**src/rtl/spinner_quad_pkg.sv**
```systemverilog
// Shared types and helpers for the quadrature spinner emulator: AB phase
// encoding, phase stepping and width-parameterised saturating addition.
package spinner_quad_pkg;

    typedef enum logic [1:0] {
        Q00 = 2'b00,
        Q01 = 2'b01,
        Q11 = 2'b11,
        Q10 = 2'b10
    } quad_t;

    localparam quad_t ENC_RESET = Q11;

    function automatic quad_t quad_next(input quad_t q);
        case (q)
            Q00:     return Q01;
            Q01:     return Q11;
            Q11:     return Q10;
            default: return Q00;
        endcase
    endfunction

    function automatic quad_t quad_prev(input quad_t q);
        case (q)
            Q00:     return Q10;
            Q10:     return Q11;
            Q11:     return Q01;
            default: return Q00;
        endcase
    endfunction

    // Symmetric clamp to +/-(2^(w-1)-1) so the result never wraps in a w-bit register.
    function automatic logic signed [31:0] sat_add(input logic signed [31:0] a,
                                                   input logic signed [31:0] b,
                                                   input int w);
        logic signed [32:0] sum;
        logic signed [32:0] lim;
        logic signed [32:0] nlim;
        sum  = 33'(a) + 33'(b);
        lim  = (33'sd1 <<< (w - 1)) - 33'sd1;
        nlim = -lim;
        if (sum > lim)  return lim[31:0];
        if (sum < nlim) return nlim[31:0];
        return sum[31:0];
    endfunction

endpackage

```
**src/rtl/spinner_quad_emu_if.sv**
```systemverilog
// Bus bundle between the input source (mouse/joystick) and the spinner emulator.
// With SPINNER_QUAD_INDEX_EN defined the bundle also carries per-channel index pulses.
interface spinner_quad_emu_if #(
    parameter int CHANNELS = 2,
    parameter int DELTA_W  = 9
);
    logic [CHANNELS-1:0]         delta_toggle;
    logic [CHANNELS*DELTA_W-1:0] delta;
    logic [CHANNELS-1:0]         joy_r;
    logic [CHANNELS-1:0]         joy_l;
    logic [CHANNELS-1:0]         invert;
    logic [2*CHANNELS-1:0]       enc;
    logic [CHANNELS-1:0]         busy;
`ifdef SPINNER_QUAD_INDEX_EN
    logic [CHANNELS-1:0]         index;
`endif

    modport master (
        output delta_toggle, delta, joy_r, joy_l, invert,
        input  enc, busy
`ifdef SPINNER_QUAD_INDEX_EN
        , input index
`endif
    );

    modport slave (
        input  delta_toggle, delta, joy_r, joy_l, invert,
        output enc, busy
`ifdef SPINNER_QUAD_INDEX_EN
        , output index
`endif
    );
endinterface

```
**src/rtl/spinner_quad_channel.sv**
```systemverilog
// One spinner channel: pending-step accumulator, delta/joystick loading and AB phase output.
// SPINNER_QUAD_INDEX_EN adds a per-revolution phase counter with a one-cycle index pulse.
module spinner_quad_channel
    import spinner_quad_pkg::*;
#(
    parameter int POS_W       = 12,
    parameter int DELTA_W     = 9,
    parameter int JOY_PERIOD  = 48000,
    parameter int JOY_STEP    = 7
`ifdef SPINNER_QUAD_INDEX_EN
    , parameter int INDEX_COUNT = 96
`endif
) (
    input  logic                      clk_sys,
    input  logic                      reset,
    input  logic                      tick,
    input  logic                      delta_toggle,
    input  logic signed [DELTA_W-1:0] delta,
    input  logic                      joy_r,
    input  logic                      joy_l,
    input  logic                      invert,
    output logic [1:0]                enc,
    output logic                      busy
`ifdef SPINNER_QUAD_INDEX_EN
    , output logic                    index
`endif
);

    localparam int JOY_W = (JOY_PERIOD > 1) ? $clog2(JOY_PERIOD) : 1;
    localparam logic signed [POS_W-1:0] ONE     = POS_W'(1);
    localparam logic signed [POS_W-1:0] JOY_POS = POS_W'(JOY_STEP);

    quad_t                    enc_q, enc_next;
    logic signed [POS_W-1:0]  pending, pend_step, pend_next;
    logic signed [31:0]       sum_w;
    logic [JOY_W-1:0]         joy_cnt, joy_cnt_next;
    logic                     tog_prev, step_en, pend_pos, dir_pos;
    logic                     delta_evt, joy_one, joy_load;

    always_comb begin
        step_en      = tick && (pending != '0);
        pend_pos     = !pending[POS_W-1];
        dir_pos      = pend_pos ^ invert;
        enc_next     = enc_q;
        pend_step    = pending;
        sum_w        = '0;
        delta_evt    = delta_toggle ^ tog_prev;
        joy_one      = joy_r ^ joy_l;
        joy_load     = joy_one && (joy_cnt == JOY_W'(JOY_PERIOD - 1));
        joy_cnt_next = '0;

        if (step_en) begin
            enc_next  = dir_pos ? quad_next(enc_q) : quad_prev(enc_q);
            pend_step = pend_pos ? pending - ONE : pending + ONE;
        end

        // A delta against the current backlog direction replaces it instead of cancelling.
        pend_next = pend_step;
        if (delta_evt && (delta != '0)) begin
            if ((pend_step == '0) || (pend_step[POS_W-1] == delta[DELTA_W-1]))
                sum_w = sat_add(32'(pend_step), 32'(delta), POS_W);
            else
                sum_w = sat_add(32'sd0, 32'(delta), POS_W);
            pend_next = sum_w[POS_W-1:0];
        end

        if (joy_one && !joy_load)
            joy_cnt_next = joy_cnt + 1'b1;
        if (joy_load)
            pend_next = joy_r ? JOY_POS : -JOY_POS;
    end

    always_ff @(posedge clk_sys or posedge reset) begin
        if (reset) begin
            enc_q    <= ENC_RESET;
            pending  <= '0;
            busy     <= 1'b0;
            joy_cnt  <= '0;
            tog_prev <= 1'b0;
        end else begin
            enc_q    <= enc_next;
            pending  <= pend_next;
            busy     <= (pending != '0);
            joy_cnt  <= joy_cnt_next;
            tog_prev <= delta_toggle;
        end
    end

    assign enc = enc_q;

`ifdef SPINNER_QUAD_INDEX_EN
    localparam int PH_W = (INDEX_COUNT > 1) ? $clog2(INDEX_COUNT) : 1;
    localparam logic [PH_W-1:0] PH_LAST = PH_W'(INDEX_COUNT - 1);

    logic [PH_W-1:0] phase, phase_next;
    logic            wrap;

    // Phase follows the emitted direction, so invert also reverses the count.
    always_comb begin
        phase_next = phase;
        wrap       = 1'b0;
        if (step_en) begin
            if (dir_pos) begin
                if (phase == PH_LAST) begin
                    phase_next = '0;
                    wrap       = 1'b1;
                end else begin
                    phase_next = phase + 1'b1;
                end
            end else begin
                if (phase == '0) begin
                    phase_next = PH_LAST;
                    wrap       = 1'b1;
                end else begin
                    phase_next = phase - 1'b1;
                end
            end
        end
    end

    always_ff @(posedge clk_sys or posedge reset) begin
        if (reset) begin
            phase <= '0;
            index <= 1'b0;
        end else begin
            phase <= phase_next;
            index <= wrap;
        end
    end
`endif

endmodule

```
**src/rtl/spinner_quad_emu.sv**
```systemverilog
// Multi-channel mouse/joystick to quadrature spinner emulator: shared step divider plus
// CHANNELS independent channels. SPINNER_QUAD_INDEX_EN enables per-channel index pulses.
module spinner_quad_emu #(
    parameter int CHANNELS   = 2,
    parameter int POS_W      = 12,
    parameter int DELTA_W    = 9,
    parameter int STEP_DIV   = 600,
    parameter int JOY_PERIOD = 48000,
    parameter int JOY_STEP   = 7
`ifdef SPINNER_QUAD_INDEX_EN
    , parameter int INDEX_COUNT = 96
`endif
) (
    input  logic               clk_sys,
    input  logic               reset,
    spinner_quad_emu_if.slave  bus
);

    localparam int DIV_W = (STEP_DIV > 1) ? $clog2(STEP_DIV) : 1;

    logic [DIV_W-1:0] div_cnt;
    logic             tick;

    assign tick = (div_cnt == DIV_W'(STEP_DIV - 1));

    always_ff @(posedge clk_sys or posedge reset) begin
        if (reset) div_cnt <= '0;
        else       div_cnt <= tick ? '0 : div_cnt + 1'b1;
    end

    for (genvar i = 0; i < CHANNELS; i++) begin : g_ch
        spinner_quad_channel #(
            .POS_W      (POS_W),
            .DELTA_W    (DELTA_W),
            .JOY_PERIOD (JOY_PERIOD),
            .JOY_STEP   (JOY_STEP)
`ifdef SPINNER_QUAD_INDEX_EN
            , .INDEX_COUNT (INDEX_COUNT)
`endif
        ) u_ch (
            .clk_sys      (clk_sys),
            .reset        (reset),
            .tick         (tick),
            .delta_toggle (bus.delta_toggle[i]),
            .delta        (bus.delta[i*DELTA_W +: DELTA_W]),
            .joy_r        (bus.joy_r[i]),
            .joy_l        (bus.joy_l[i]),
            .invert       (bus.invert[i]),
            .enc          (bus.enc[2*i +: 2]),
            .busy         (bus.busy[i])
`ifdef SPINNER_QUAD_INDEX_EN
            , .index      (bus.index[i])
`endif
        );
    end

endmodule

```
**src/flat_wrapper.sv**
```systemverilog
// flat-port wrapper written by rule: the top's interface ports become plain ports
module spinner_quad_emu_flat 
#(
    parameter int CHANNELS   = 2,
    parameter int POS_W      = 12,
    parameter int DELTA_W    = 9,
    parameter int STEP_DIV   = 600,
    parameter int JOY_PERIOD = 48000,
    parameter int JOY_STEP   = 7

)
  (clk_sys, reset, bus_delta_toggle, bus_delta, bus_joy_r, bus_joy_l, bus_invert, bus_enc, bus_busy);
  spinner_quad_emu_if #(.CHANNELS(CHANNELS), .DELTA_W(DELTA_W)) bus_i ();
  input  logic clk_sys;
  input  logic reset;
  input wire logic [$bits(bus_i.delta_toggle)-1:0] bus_delta_toggle;
  input wire logic [$bits(bus_i.delta)-1:0] bus_delta;
  input wire logic [$bits(bus_i.joy_r)-1:0] bus_joy_r;
  input wire logic [$bits(bus_i.joy_l)-1:0] bus_joy_l;
  input wire logic [$bits(bus_i.invert)-1:0] bus_invert;
  output wire logic [$bits(bus_i.enc)-1:0] bus_enc;
  output wire logic [$bits(bus_i.busy)-1:0] bus_busy;
  assign bus_i.delta_toggle = bus_delta_toggle;
  assign bus_i.delta = bus_delta;
  assign bus_i.joy_r = bus_joy_r;
  assign bus_i.joy_l = bus_joy_l;
  assign bus_i.invert = bus_invert;
  assign bus_enc = bus_i.enc;
  assign bus_busy = bus_i.busy;
  spinner_quad_emu #(.CHANNELS(CHANNELS), .POS_W(POS_W), .DELTA_W(DELTA_W), .STEP_DIV(STEP_DIV), .JOY_PERIOD(JOY_PERIOD), .JOY_STEP(JOY_STEP)) u_core (.clk_sys(clk_sys), .reset(reset), .bus(bus_i));
endmodule
```
**config.mk**
```make
export PLATFORM = sky130hd
export DESIGN_NAME = spinner_quad_emu_flat
export DESIGN_NICKNAME = d
export VERILOG_FILES = /design/src/rtl/spinner_quad_pkg.sv /design/src/rtl/spinner_quad_emu_if.sv /design/src/rtl/spinner_quad_channel.sv /design/src/rtl/spinner_quad_emu.sv /design/src/flat_wrapper.sv
export SDC_FILE = /design/constraint.sdc
export NUM_CORES = 1
export LEC_CHECK = 0
export ABC_CLOCK_PERIOD_IN_PS = 8600
export CAP_MARGIN = 20
export CORE_MARGIN = 3
export CORE_UTILIZATION = 35
export CTS_CLUSTER_DIAMETER = 100
export CTS_CLUSTER_SIZE = 24
export DETAILED_ROUTE_END_ITERATION = 16
export DONT_BUFFER_PORTS = 1
export PLACE_DENSITY = 0.47
export SKIP_CTS_REPAIR_TIMING = 1
export SYNTH_ARGS = -nofsm -noshare
export SYNTH_HDL_FRONTEND = slang
export SYNTH_SLANG_ARGS = --single-unit
```
**constraint.sdc**
```tcl
create_clock -name clk_sys -period 8.6 [get_ports clk_sys]
set_input_delay 1.29 -clock clk_sys [delete_from_list [all_inputs] [get_ports clk_sys]]
set_output_delay 1.29 -clock clk_sys [all_outputs]
set_load 0.02 [all_outputs]
```
* Word level (Yosys, flattened, before mapping)
Cells that the tools add are included.
Word-level totals: register bits 74, bits of input ports 28, output and inout port bits 6
Cells by class: add/sub/neg operators 9, order comparisons 8, equality and inequality tests 11, mux-type cells 65, bitwise operators 6, reductions and logical operators 22
Operators by type and width (number):
- 12-bit two-way mux | 28
- 16-bit by 1-bit adder with 16-bit output (second input constant) | 2
- 16-bit == test (second input constant) | 2
- 16-bit two-way mux | 2
- 1-bit two-way mux | 28
- 12-bit by 9-bit adder with 13-bit output | 2
- 13-bit by 12-bit greater-than comparator with 1-bit output (second input constant) | 2
- 13-bit by 12-bit less-than comparator with 1-bit output (second input constant) | 2
- 12-bit by 2-bit adder with 12-bit output (second input constant) | 2
- 9-bit by 12-bit greater-than comparator with 1-bit output (second input constant) | 2
- 12-bit zero test | 2
- 9-bit by 12-bit less-than comparator with 1-bit output (second input constant) | 2
- 2-bit case mux with 3 select lines | 4
- 12-bit nonzero test | 2
- 12-bit by 2-bit subtractor with 12-bit output (second input constant) | 2
- 9-bit nonzero test | 2
- 10-bit by 1-bit adder with 10-bit output (second input constant) | 1
- 10-bit == test (second input constant) | 1
- 10-bit two-way mux | 1
- 2-bit == test (second input constant) | 4
- 1-bit logical AND | 8
- 1-bit XOR | 6
- 2-bit by 1-bit == test with 1-bit output (second input constant) | 2
- 1-bit zero test | 4
- 4 further kinds | 8

* Logic depth before layout (Yosys ltp)
Gate-level depths: netlist of run 1.
depth after elaboration 16, mapped depth 20, gate-level depth less buffers 18

* By module
Synthesis of run 1 repeated with hierarchy kept, for this count alone.
Second synthesis, totals: cell total of the unflattened synthesis 779, area, all modules 6653.9 sq um
By module, submodules not included:
- spinner_quad_channel (u_core.g_ch[1].u_ch) | times used 1, cells each 369, area an instance 3115.5 sq um
- spinner_quad_channel (u_core.g_ch[0].u_ch) | times used 1, cells each 367, area an instance 3064.2 sq um
- spinner_quad_emu | times used 1, cells each 43, area an instance 474.2 sq um

* Worst setup path before layout of run 1
OpenSTA, ideal clock, no wires.
path type register -> register, from register u_core.g_ch[1].u_ch.pending[11], to register u_core.g_ch[1].u_ch.pending[0], setup time 132 ps, arrival 4044 ps, slack 4423 ps, stages on the path, launching flop included 20, clock period less this slack 4177 ps, path through dfrtp_1 > inv_1 > ha_1 > nor4b_1 > nand3_1 > and2_1 > buf_2 > xnor2_1 > inv_1 > ha_1 > fa_1 > a211oi_1 > o21ai_0 > a31oi_1 > xor2_1 > and3_1 > and4_1 > a2111o_1 > nor3_1 > a211oi_2
On the way: word-level cells in the longest chain between the ends 14, elaborated cells between the ends (all ways) 25, classes of those cells add/sub (3); order compare (2); eq/ne (1); mux (15); reduce/logical (4)
RTL lines:
- start: declaration | RTL line spinner_quad_channel.sv:34 | logic signed [POS_W-1:0] pending, pend_step, pend_next;
- start signal: assignment | RTL line spinner_quad_channel.sv:82 | pending <= pend_next;
- 12-bit by 2-bit subtractor with 12-bit output (tied with other cells) | RTL line spinner_quad_channel.sv:54 | pend_step = pend_pos ? pending - ONE : pending + ONE;
- 12-bit two-way mux or 1-bit logical AND (tied branches) | RTL line spinner_quad_channel.sv:54, spinner_quad_channel.sv:41
- 12-bit two-way mux (*) | RTL line spinner_quad_channel.sv:52 | if (step_en) begin
- 12-bit by 9-bit adder with 13-bit output | RTL line spinner_quad_pkg.sv:39 | sum = 33'(a) + 33'(b);
- 13-bit by 12-bit less-than comparator with 1-bit output | RTL line spinner_quad_pkg.sv:43 | if (sum < nlim) return nlim[31:0];
- 1-bit two-way mux (2 in series) | RTL line spinner_quad_pkg.sv:43
- 1-bit two-way mux | RTL line spinner_quad_channel.sv:60 | if ((pend_step == '0) || (pend_step[POS_W-1] == delta[DELTA_W-1]))
- 1-bit two-way mux | RTL line spinner_quad_channel.sv:59 | if (delta_evt && (delta != '0)) begin
- 12-bit two-way mux | RTL line spinner_quad_pkg.sv:44 | return sum[31:0];
- 12-bit two-way mux | RTL line spinner_quad_pkg.sv:43
- 12-bit two-way mux | RTL line spinner_quad_channel.sv:60
- 12-bit two-way mux (*) | RTL line spinner_quad_channel.sv:59
- 12-bit two-way mux (*) | RTL line spinner_quad_channel.sv:69 | if (joy_load)
- via u_core.g_ch[1].u_ch.pend_next[0] | RTL line spinner_quad_channel.sv:34
The timed path passes the listed nets; every way through them passes the cells marked *. The select of a mux whose other input is x is not followed. A chain may end at the register's enable or synchronous reset.

* Final worst setup path of run 1
Ends and elaborated chain as after synthesis.

==> impl_metrics.csv, run 1 <==
group,metric,value,unit
status,status,"complete, no violations",
place,gp_congestion,0.874,
worst_setup_path,crit_type,"register to register",
yosys,ys_seq_elements,74,
place,dp_hpwl,13300,µm
worst_setup_path,reg2reg_from,"u_core.g_ch[1].u_ch.pending[11]",
cts,cts.reportedPaths.clkPinSlew,0.06,ns
worst_setup_path,startpoint,"u_core.g_ch[1].u_ch.pending[11]",
global_route,antenna_found_initial,0,
worst_setup_path,start_kind,"register",
yosys,avgSynthCellArea,8.04,µm²
timing,tightest_slew,1.08,ns
detailed_routing,drt-pass1-iter-count,5,
timing,slew_viol_final,0,
detailed_routing,vias,5887,
worst_setup_path,path_max_fanout,12,
power,peakVddDrop,168,µV
detailed_routing,antenna_left,0,
power,power_leakage,3.02,nW
yosys,yosysSeqAreaShare,28.4,%
yosys,synth_nets,895,
floorplanning,fp.dieH,143,µm
timing,max_freq,188,MHz
worst_setup_path,cp.arrival,5.57,ns
floorplanning,die_width,143,µm
floorplanning,fp.coreArea,18100,µm²
global_route,grt-ovfl-total,0,
yosys,async_flop_share,100,%
worst_setup_path,end_kind,"register",
detailed_routing,route.met2.wl,7970,µm
global_route,grt_pass1_wl,28300,µm
cells_and_area,antenna_cells,0,
cts,htree_levels,3,
detailed_routing,finalWirelength,17000,µm
timing,setup_viol,0,
detailed_routing,wl_met1,8080,µm
cts,cts-root-buf,"clkbuf_16",
yosys,synth_ff_type,"dfrtp_1",
cts,cts_tree,"done",
cts,clk_path_buf_depth,2,
cells_and_area,nets,889,
yosys,synth_top_area_cell,"dfrtp_1",
floorplanning,die_area,20400,µm²
floorplanning,start_util,36.1,%
power,p_per_area,392,nW/µm²
floorplanning,num_io_pins,34,
detailed_routing,wire_per_inst,16.3,µm
worst_setup_path,required,8.85,ns
worst_hold_path,hold_start,"u_core.g_ch[0].u_ch.joy_cnt[0]",
yosys,synthCells,814,
yosys,synthDistinctLibCells,71,
global_route,grt_max_degree,65,
yosys,yosys-top-cells-area,"dfrtp_1 27%, ha_1 9.4%, nor2_1 7.2%, xor2_1 5.6%, a21oi_1 4.3%",
yosys,synth_top_area_share,26.8,%
timing,min_period,5.32,ns
job,drv_cap,0,
detailed_routing,top_layer,"met4",
timing,fin_crit_sh,61.8,%
cts,insertion_delay,0.34,ns
global_route,grt_pass1_vias,5677,
yosys,synth_area,6540,µm²
yosys,synth_edf_count,0,
timing,clock_skew,0.00542,ns
cts,cts.sinks,74,
detailed_routing,vias_per_cell,5.65,
cells_and_area,drive_above_1_share,5.41,%
cells_and_area,postLayoutCoreUtil,39.0,%
detailed_routing,drt_iter0_markers,431,
detailed_routing,met3_wirelength,695,µm
timing,rsz0062_at_grt,"no",
global_route,grt_use_total,17.0,%
worst_hold_path,min_path_type,"register to register",
place,portBuffers,0,
cells_and_area,area_growth,8.30,%
detailed_routing,drc,0,
timing,setup_tns,0,ns
floorplanning,rows,49,
cts,cts_made_buffers,9,
timing,relSlewSlack,27.6,%
timing,final_hold_viol_count,0,
yosys,yosysWarnings,0,
## cells by family after synthesis
family                   share of synthesized area [%]
AO/OA/AOI/OAI                                     21.8
XOR/XNOR                                          9.64
adder cells (fa/ha/maj)                           10.6
buffers and inverters                             3.06
flip-flops                                        28.4
multiplexers                                      1.47
AND/OR/NAND/NOR                                   25.1
## worst paths after layout
check	end	slack (ns)	cells after the start
worst max register to register	u_core.g_ch[1].u_ch.pending[0]	3.28	18
worst min register to register	u_core.g_ch[0].u_ch.joy_cnt[0]	0.50	1
min in group asynchronous	u_core.div_cnt[9]	0.74	1
worst min-delay path	u_core.g_ch[0].u_ch.joy_cnt[0]	0.50	1
worst max-delay path	u_core.g_ch[1].u_ch.pending[0]	3.28	18
max in group asynchronous	u_core.g_ch[1].u_ch.joy_cnt[1]	6.80	2
## state kept, by name, indices dropped and copies added, names as in the netlist
name                       flops
u_core.div_cnt                10
u_core.g_ch.u_ch.busy          2
u_core.g_ch.u_ch.enc           4
u_core.g_ch.u_ch.joy_cnt      32
u_core.g_ch.u_ch.pending      24
u_core.g_ch.u_ch.tog_prev      2
## per-layer routing
layer,vias to the layer above,track usage [%]
li1,2931,-
met4,0,5.15
met3,21,3.11
met2,130,27.3
met1,2805,23.4
met5,-,0
## where the power goes
group	total (mW)	internal [mW]	switching, mW
Combinational	1.89	0.753	1.14
Clock	0.407	0.261	0.146
Sequential	0.485	0.411	0.0732
## synthesized netlist by cell type, types with 4 or more instances
master    instances
o21a_1            5
nand3b_1          8
nor2_1          126
ha_1             49
and3_1           10
and2_1            7
a211o_1           7
a21oi_1          56
or2_2             7
o21ai_0          53
o21bai_1          4
xnor2_1          30
nor4_1            8
nor3b_1           8
dfrtp_1          70
nor2b_1          12
nand4b_1          4
a211oi_1         15
dfstp_2           4
inv_1            25
o211ai_1          8
nand4_1           6
mux2i_1           4
a31oi_1           9
nand2b_1         13
o21ai_1          11
fa_1              4
nand3_1          35
nand2_1          65
clkbuf_1         14
buf_2             4
mux2_2            5
xor2_1           42
a21o_1           13
nor3_1           14
## layout make-up
type,instances,area [µm²]
Tap cell,229,287
Sequential cell,74,1860
Timing Repair Buffer,5,37.5
Fill cell,1836,11100
Inverter,26,98.8
Multi-Input combinational cell,692,4490
Clock inverter,5,77.6
Clock buffer,11,243
## critical path, cell delays in order, from the launching register on
cell	delay, ns
dfrtp_1	0.43
inv_1	0.34
ha_1	0.23
nor4b_1	0.37
nand3_1	0.27
and2_1	0.38
xnor2_1	0.31
inv_1	0.08
ha_1	0.21
fa_1	0.43
a211oi_1	0.36
o21ai_0	0.24
and3_1	0.26
o21ai_0	0.16
a21oi_1	0.14
nor2_1	0.55
a2111o_1	0.19
nor3_1	0.05
a211oi_2	0.22
## metrics by stage
stage	cells	worst slack (ns)	cell area, µm²	hold slack [ns]	total power, mW
6_report	1042	3.28	7090	0.496	2.78
3_5_place_dp	1025	3.34	6760	0.492	2.35
3_3_place_gp	1025	3.39	6760	0.475	2.35
5_1_grt	1042	2.71	7090	0.524	3.05
2_1_floorplan	814	4.42	6540	0.448	1.94
4_1_cts	1041	3.30	7080	0.500	2.77
## cell usage in the layout (no fill, tap or decap), types with 8 or more instances in the layout
cell and instances:
a31oi_1 9, nand3_1 35, dfrtp_1 70, a211oi_1 15, ha_1 49, o21ai_1 11, nand2b_1 13, and3_1 10
clkbuf_16 9, nand2_1 65, xor2_1 42, nor2b_1 12, inv_1 24, o211ai_1 8, xnor2_1 30, nor4_1 8
nor3b_1 8, nor3_1 14, a21o_1 13, nor2_1 126, o21ai_0 53, a21oi_1 56, nand3b_1 8
Note: power is estimated with default switching activity, not from simulation.
==> run 2, diff against run 1 <==
- ABC_CLOCK_PERIOD_IN_PS: 8600 -> 4300
- PLACE_DENSITY: 0.47 -> 0.49
- clock period: 8.6 -> 4.3 ns (I/O delays scaled with it)
==> run 2 against run 1 <==
- global-route usage rose by 0.48 points
- clock power rose by 91%
- clock skew rose by 0.0042 ns
- flip-flop and latch count did not move
- sequential share of layout area fell by 2.8 points
- combinational power rose by 140%
- core utilization rose by 4.7 points
- via count rose by 5.1%
- wire length rose by 4.8%
- critical path type unchanged
- critical endpoint unchanged
==> impl_metrics.csv, run 2 (synthesis results as in run 1) <==
group,metric,value,unit
detailed_routing,wire_per_inst,15.9,µm
cts,cts_made_buffers,9,
cells_and_area,postLayoutCoreUtil,43.8,%
worst_setup_path,start_kind,"register",
detailed_routing,antenna_left,0,
global_route,grt_pass1_vias,5933,
cells_and_area,antenna_cells,0,
timing,slew_viol_final,0,
power,power_leakage,3.44,nW
place,portBuffers,0,
status,status,"complete, no violations",
timing,relSlewSlack,50.1,%
floorplanning,start_util,36.1,%
worst_setup_path,path_buf_inv,3,
place,gp_congestion,0.904,
cells_and_area,layout_commonest_cell,"nor2_1",
worst_setup_path,required,4.50,ns
worst_hold_path,min_path_type,"input pin to async pin",
place,numPlacedInstances,1089,
timing,min_period,4.16,ns
power,peakVddDrop,354,µV
cells_and_area,reg.largest.list,"u_core.g_ch.u_ch.joy_cnt (32), u_core.g_ch.u_ch.pending (24), u_core.div_cnt (10)",
timing,setup_viol,0,
cts,cts_tree,"done",
floorplanning,rows,49,
floorplanning,die_width,143,µm
cts,cts.reportedPaths.clkPinSlew,0.06,ns
global_route,antenna_found_initial,1,
detailed_routing,finalWirelength,17800,µm
cts,cts.sinks,74,
worst_setup_path,path_cells,"or3_4, nor3_4, buf_6, and2_4, buf_4, mux2_2, ha_1, or4_1, and3_4, nand4b_1, o311ai_2, buf_4, and4_1, a2111o_1, nor3_2, a211oi_2",
worst_setup_path,max_stage_delay,0.51,ns
global_route,grt_pass1_wl,29200,µm
worst_setup_path,end_kind,"register",
timing,final_hold_viol_count,0,
global_route,grt-ovfl-total,0,
cts,cts-root-buf,"clkbuf_16",
detailed_routing,drc,0,
detailed_routing,drt-pass1-iter-count,5,
worst_setup_path,worst_path_max_delay_cell,"or4_1",
timing,clock_skew,0.00964,ns
worst_setup_path,critPathMostFrequentCell,"buf_4",
worst_setup_path,cp.arrival,4.36,ns
cts,insertion_delay,0.34,ns
timing,tightest_slew,0.746,ns
detailed_routing,vias,6185,
job,drv_cap,0,
cells_and_area,layout.cells.non_filler,1119,
timing,fin_crit_sh,96.6,%
worst_setup_path,crit_type,"register to register",
power,p_per_area,800,nW/µm²
cells_and_area,drive_above_1_share,19.1,%
cells_and_area,fillers,1819,
floorplanning,die_area,20400,µm²
timing,max_freq,241,MHz
cts,htree_levels,3,
cells_and_area,largest_reg_flops,32,
cells_and_area,area_growth,21.5,%
cells_and_area,mostFrequentLayoutCells,"125 x nor2_1, 76 x buf_4, 69 x dfrtp_1",
global_route,grt_max_degree,39,
cts,clk_path_buf_depth,2,
worst_setup_path,path_max_fanout,4,
place,dp_hpwl,13900,µm
cells_and_area,top_register,"u_core.g_ch.u_ch.joy_cnt",
floorplanning,fp.dieH,143,µm
detailed_routing,vias_per_cell,5.53,
global_route,grt_use_total,17.5,%
floorplanning,num_io_pins,34,
worst_setup_path,cp_top_family,"simple AND/OR/NAND/NOR gates",
cells_and_area,nets,966,
detailed_routing,drt_iter0_markers,408,
floorplanning,fp.coreArea,18100,µm²
[run 2: cell count changes in the layout (fill, tap and decap cells not counted), sizes merged]
cell and delta:
bufinv -1, buf +77, clkinvlp +1
[run 2: report_power, final]
group,switching [mW],leakage [nW],internal [mW]
sequential,0.138,0.927,0.824
clock,0.296,0.148,0.483
combinational,2.55,2.36,2.06
total,2.99,3.44,3.37
[run 2: per-layer routing]
layer	vias to the layer above	part of all wire (%)	GRT usage (%)
met5	-	0.073	0
met4	2	1.6	5.50
met3	24	3.7	3.45
met2	123	47	27.1
met1	2954	48	24.6
li1	3082	-	-
[run 2: area by class of cell]
type / count / area, µm² / area share (%)
clock inverter: 5 / 62.6 / 0.787
inverter: 26 / 98.8 / 1.24
tap: 229 / 287 / 3.61
multi-input combinational: 692 / 4740 / 59.7
sequential: 74 / 1860 / 23.4
timing repair buffer: 82 / 643 / 8.09
clock buffer: 11 / 253 / 3.18
[run 2: path summary, 6_finish.rpt]
| path | slack, ns | from | cells after the start | to |
|---|---|---|---|---|
| worst max-delay path | 0.14 | u_core.div_cnt[3] | 16 | u_core.g_ch[1].u_ch.pending[0] |
| worst min-delay path | 0.26 | reset | 1 | u_core.g_ch[0].u_ch.tog_prev |
| worst max register to register | 0.14 | u_core.div_cnt[3] | 16 | u_core.g_ch[1].u_ch.pending[0] |
| worst min register to register | 0.48 | u_core.div_cnt[0] | 1 | u_core.div_cnt[0] |
| max in group asynchronous | 3.08 | reset | 2 | u_core.g_ch[0].u_ch.enc[0] |
| min in group clk_sys | 0.33 | bus_delta_toggle[0] | 0 | u_core.g_ch[0].u_ch.tog_prev |
[run 2: stage by stage]
step / power, mW / cell area, µm² / setup TNS (ns) / worst slack, ns / hold WS [ns]
3_5_place_dp: 5.10 / 7250 / -1.02 / -0.166 / 0.477
4_1_cts: 5.93 / 7570 / -1.35 / -0.201 / 0.270
5_1_grt: 6.98 / 7950 / -0.123 / -0.0291 / 0.304
2_1_floorplan: 3.89 / 6540 / 0 / 0.123 / 0.448
3_3_place_gp: 5.06 / 7250 / -0.568 / -0.107 / 0.467
6_report: 6.36 / 7950 / 0 / 0.145 / 0.255
==> run 3, diff against run 2 <==
- SETUP_SLACK_MARGIN: not set -> 0.4
==> run 3 against run 2 <==
- clock power down 2%
- first-iteration DRC count increased by 4.4%
- maximum frequency increased by 1.8%
- global-route usage shrank 0.55 points
- critical endpoint is now u_core.g_ch[0].u_ch.pending[10]
- largest power group unchanged
- highest routed layer is now met4
==> impl_metrics.csv, run 3 (synthesis results as in run 1) <==
group,metric,value,unit
cells_and_area,top_register,"u_core.g_ch.u_ch.joy_cnt",
cells_and_area,mostFrequentLayoutCells,"123 x nor2_1, 68 x dfrtp_1, 62 x nand2_1",
cts,cts.reportedPaths.clkPinSlew,0.06,ns
floorplanning,rows,49,
detailed_routing,antenna_left,0,
place,gp_congestion,0.911,
worst_setup_path,end_kind,"register",
cts,cts-root-buf,"clkbuf_16",
detailed_routing,drt_iter0_markers,426,
cts,cts_made_buffers,9,
cells_and_area,design_area,8140,µm²
cts,insertion_delay,0.34,ns
detailed_routing,drc,0,
cts,cts_tree,"done",
detailed_routing,finalWirelength,18000,µm
cts,clk_path_buf_depth,2,
worst_hold_path,min_path_type,"input pin to async pin",
worst_setup_path,crit_type,"register to register",
detailed_routing,vias,6079,
power,p_per_area,831,nW/µm²
cells_and_area,layout.cells.non_filler,1100,
cells_and_area,reg.largest.list,"u_core.g_ch.u_ch.joy_cnt (32), u_core.g_ch.u_ch.pending (24), u_core.div_cnt (10)",
timing,max_freq,245,MHz
cells_and_area,layout_commonest_cell,"nor2_1",
floorplanning,num_io_pins,34,
cells_and_area,largest_reg_flops,32,
timing,fin_crit_sh,94.9,%
detailed_routing,vias_per_cell,5.53,
worst_setup_path,required,4.57,ns
place,dp_hpwl,13500,µm
detailed_routing,drt-pass1-iter-count,5,
timing,rsz0062_at_grt,"yes",
timing,clock_skew,0.00953,ns
cells_and_area,drive_above_1_share,22.2,%
global_route,grt-ovfl-total,0,
timing,setup_tns,0,ns
worst_setup_path,cp.arrival,4.35,ns
floorplanning,die_area,20400,µm²
worst_setup_path,startpoint,"u_core.g_ch[0].u_ch.pending[11]",
global_route,grt_max_degree,43,
place,portBuffers,0,
timing,min_period,4.08,ns
floorplanning,start_util,36.1,%
worst_setup_path,path_max_fanout,6,
timing,slew_viol_final,0,
job,drv_cap,0,
global_route,grt_pass1_vias,5523,
cts,cts.sinks,74,
floorplanning,fp.coreArea,18100,µm²
cts,htree_levels,3,
global_route,antenna_found_initial,0,
detailed_routing,wire_per_inst,16.4,µm
timing,relSlewSlack,46.0,%
floorplanning,fp.dieH,143,µm
cells_and_area,area_growth,24.3,%
cells_and_area,antenna_cells,0,
power,peakVddDrop,364,µV
place,place_area,7030,µm²
place,numPlacedInstances,1054,
cells_and_area,nets,947,
timing,tightest_slew,0.807,ns
global_route,grt_pass1_wl,28100,µm
worst_setup_path,start_kind,"register",
worst_setup_path,reg2reg_from,"u_core.g_ch[0].u_ch.pending[11]",
timing,setup_viol,0,
status,status,"complete, no violations",
global_route,grt_use_total,16.9,%
timing,final_hold_viol_count,0,
power,power_leakage,3.41,nW
floorplanning,die_width,143,µm
[run 3: cell types whose count changed in the layout (fill, tap and decap cells not counted), moves of 5 or more]
cell | previous run | this run
o21ai_0 | 45 | 38
ha_1 | 43 | 29
buf_4 | 76 | 52
a211oi_1 | 9 | 4
ha_4 | 4 | 13
ha_2 | 2 | 7
[run 3: worst max-delay path, stage by stage (launching register included)]
cell	delay [ns]
dfrtp_1	0.39
buf_4	0.16
fa_2	0.35
nand2b_4	0.16
a21o_1	0.21
mux2i_1	0.22
a21oi_1	0.09
a21o_1	0.23
ha_4	0.26
a211o_1	0.27
a211o_1	0.32
o211ai_1	0.24
a221o_1	0.25
nor2_1	0.07
nor4b_4	0.14
o21ai_4	0.25
buf_4	0.15
nand3b_1	0.08
a21oi_2	0.15
[run 3: metrics by stage]
step                hold WS, ns  power, mW  setup WS [ns]  utilization [%]
detailed placement        0.474       4.92        -0.0501             38.7
global route              0.254       7.30         0.0429             44.8
global placement          0.463       4.89        -0.0391             38.7
floorplan                 0.448       3.95          0.415                -
CTS                       0.240       5.73         -0.119             40.4
finish                    0.228       6.76          0.219             44.8
[run 3: final timing paths]
| kind | cells past startpoint | end | slack [ns] |
|---|---|---|---|
| max | 18 | u_core.g_ch[0].u_ch.pending[10] | 0.22 |
| min | 1 | u_core.g_ch[1].u_ch.busy | 0.23 |
| max reg2reg | 18 | u_core.g_ch[0].u_ch.pending[10] | 0.22 |
| min reg2reg | 1 | u_core.g_ch[0].u_ch.joy_cnt[0] | 0.48 |
| max in group asynchronous | 2 | u_core.g_ch[0].u_ch.pending[0] | 3.09 |
| min in group clk_sys | 0 | u_core.g_ch[1].u_ch.tog_prev | 0.33 |
[run 3: final cells by class]
class	instances	area (µm²)
well taps	229	287
inverters	26	104
fillers	1792	10000
clock inverters	7	77.6
repair buffers	62	494
multi-input cells	692	5080
repair inverters	1	5.00
clock buffers	9	225
flip-flops and latches	74	1860
[run 3: layer usage]
| metal | global-route usage, % | vias up | share of wire (%) |
|---|---|---|---|
| met5 | 0 | - | 0 |
| met4 | 3.65 | 0 | 0.97 |
| met3 | 3.28 | 13 | 3.4 |
| met2 | 25.8 | 101 | 46 |
| met1 | 24.9 | 2922 | 50 |
| li1 | - | 3043 | - |
[run 3: report_power, final]
| group | internal (mW) | switching, mW |
|---|---|---|
| logic | 2.28 | 2.72 |
| clock network | 0.455 | 0.309 |
| registers | 0.824 | 0.168 |
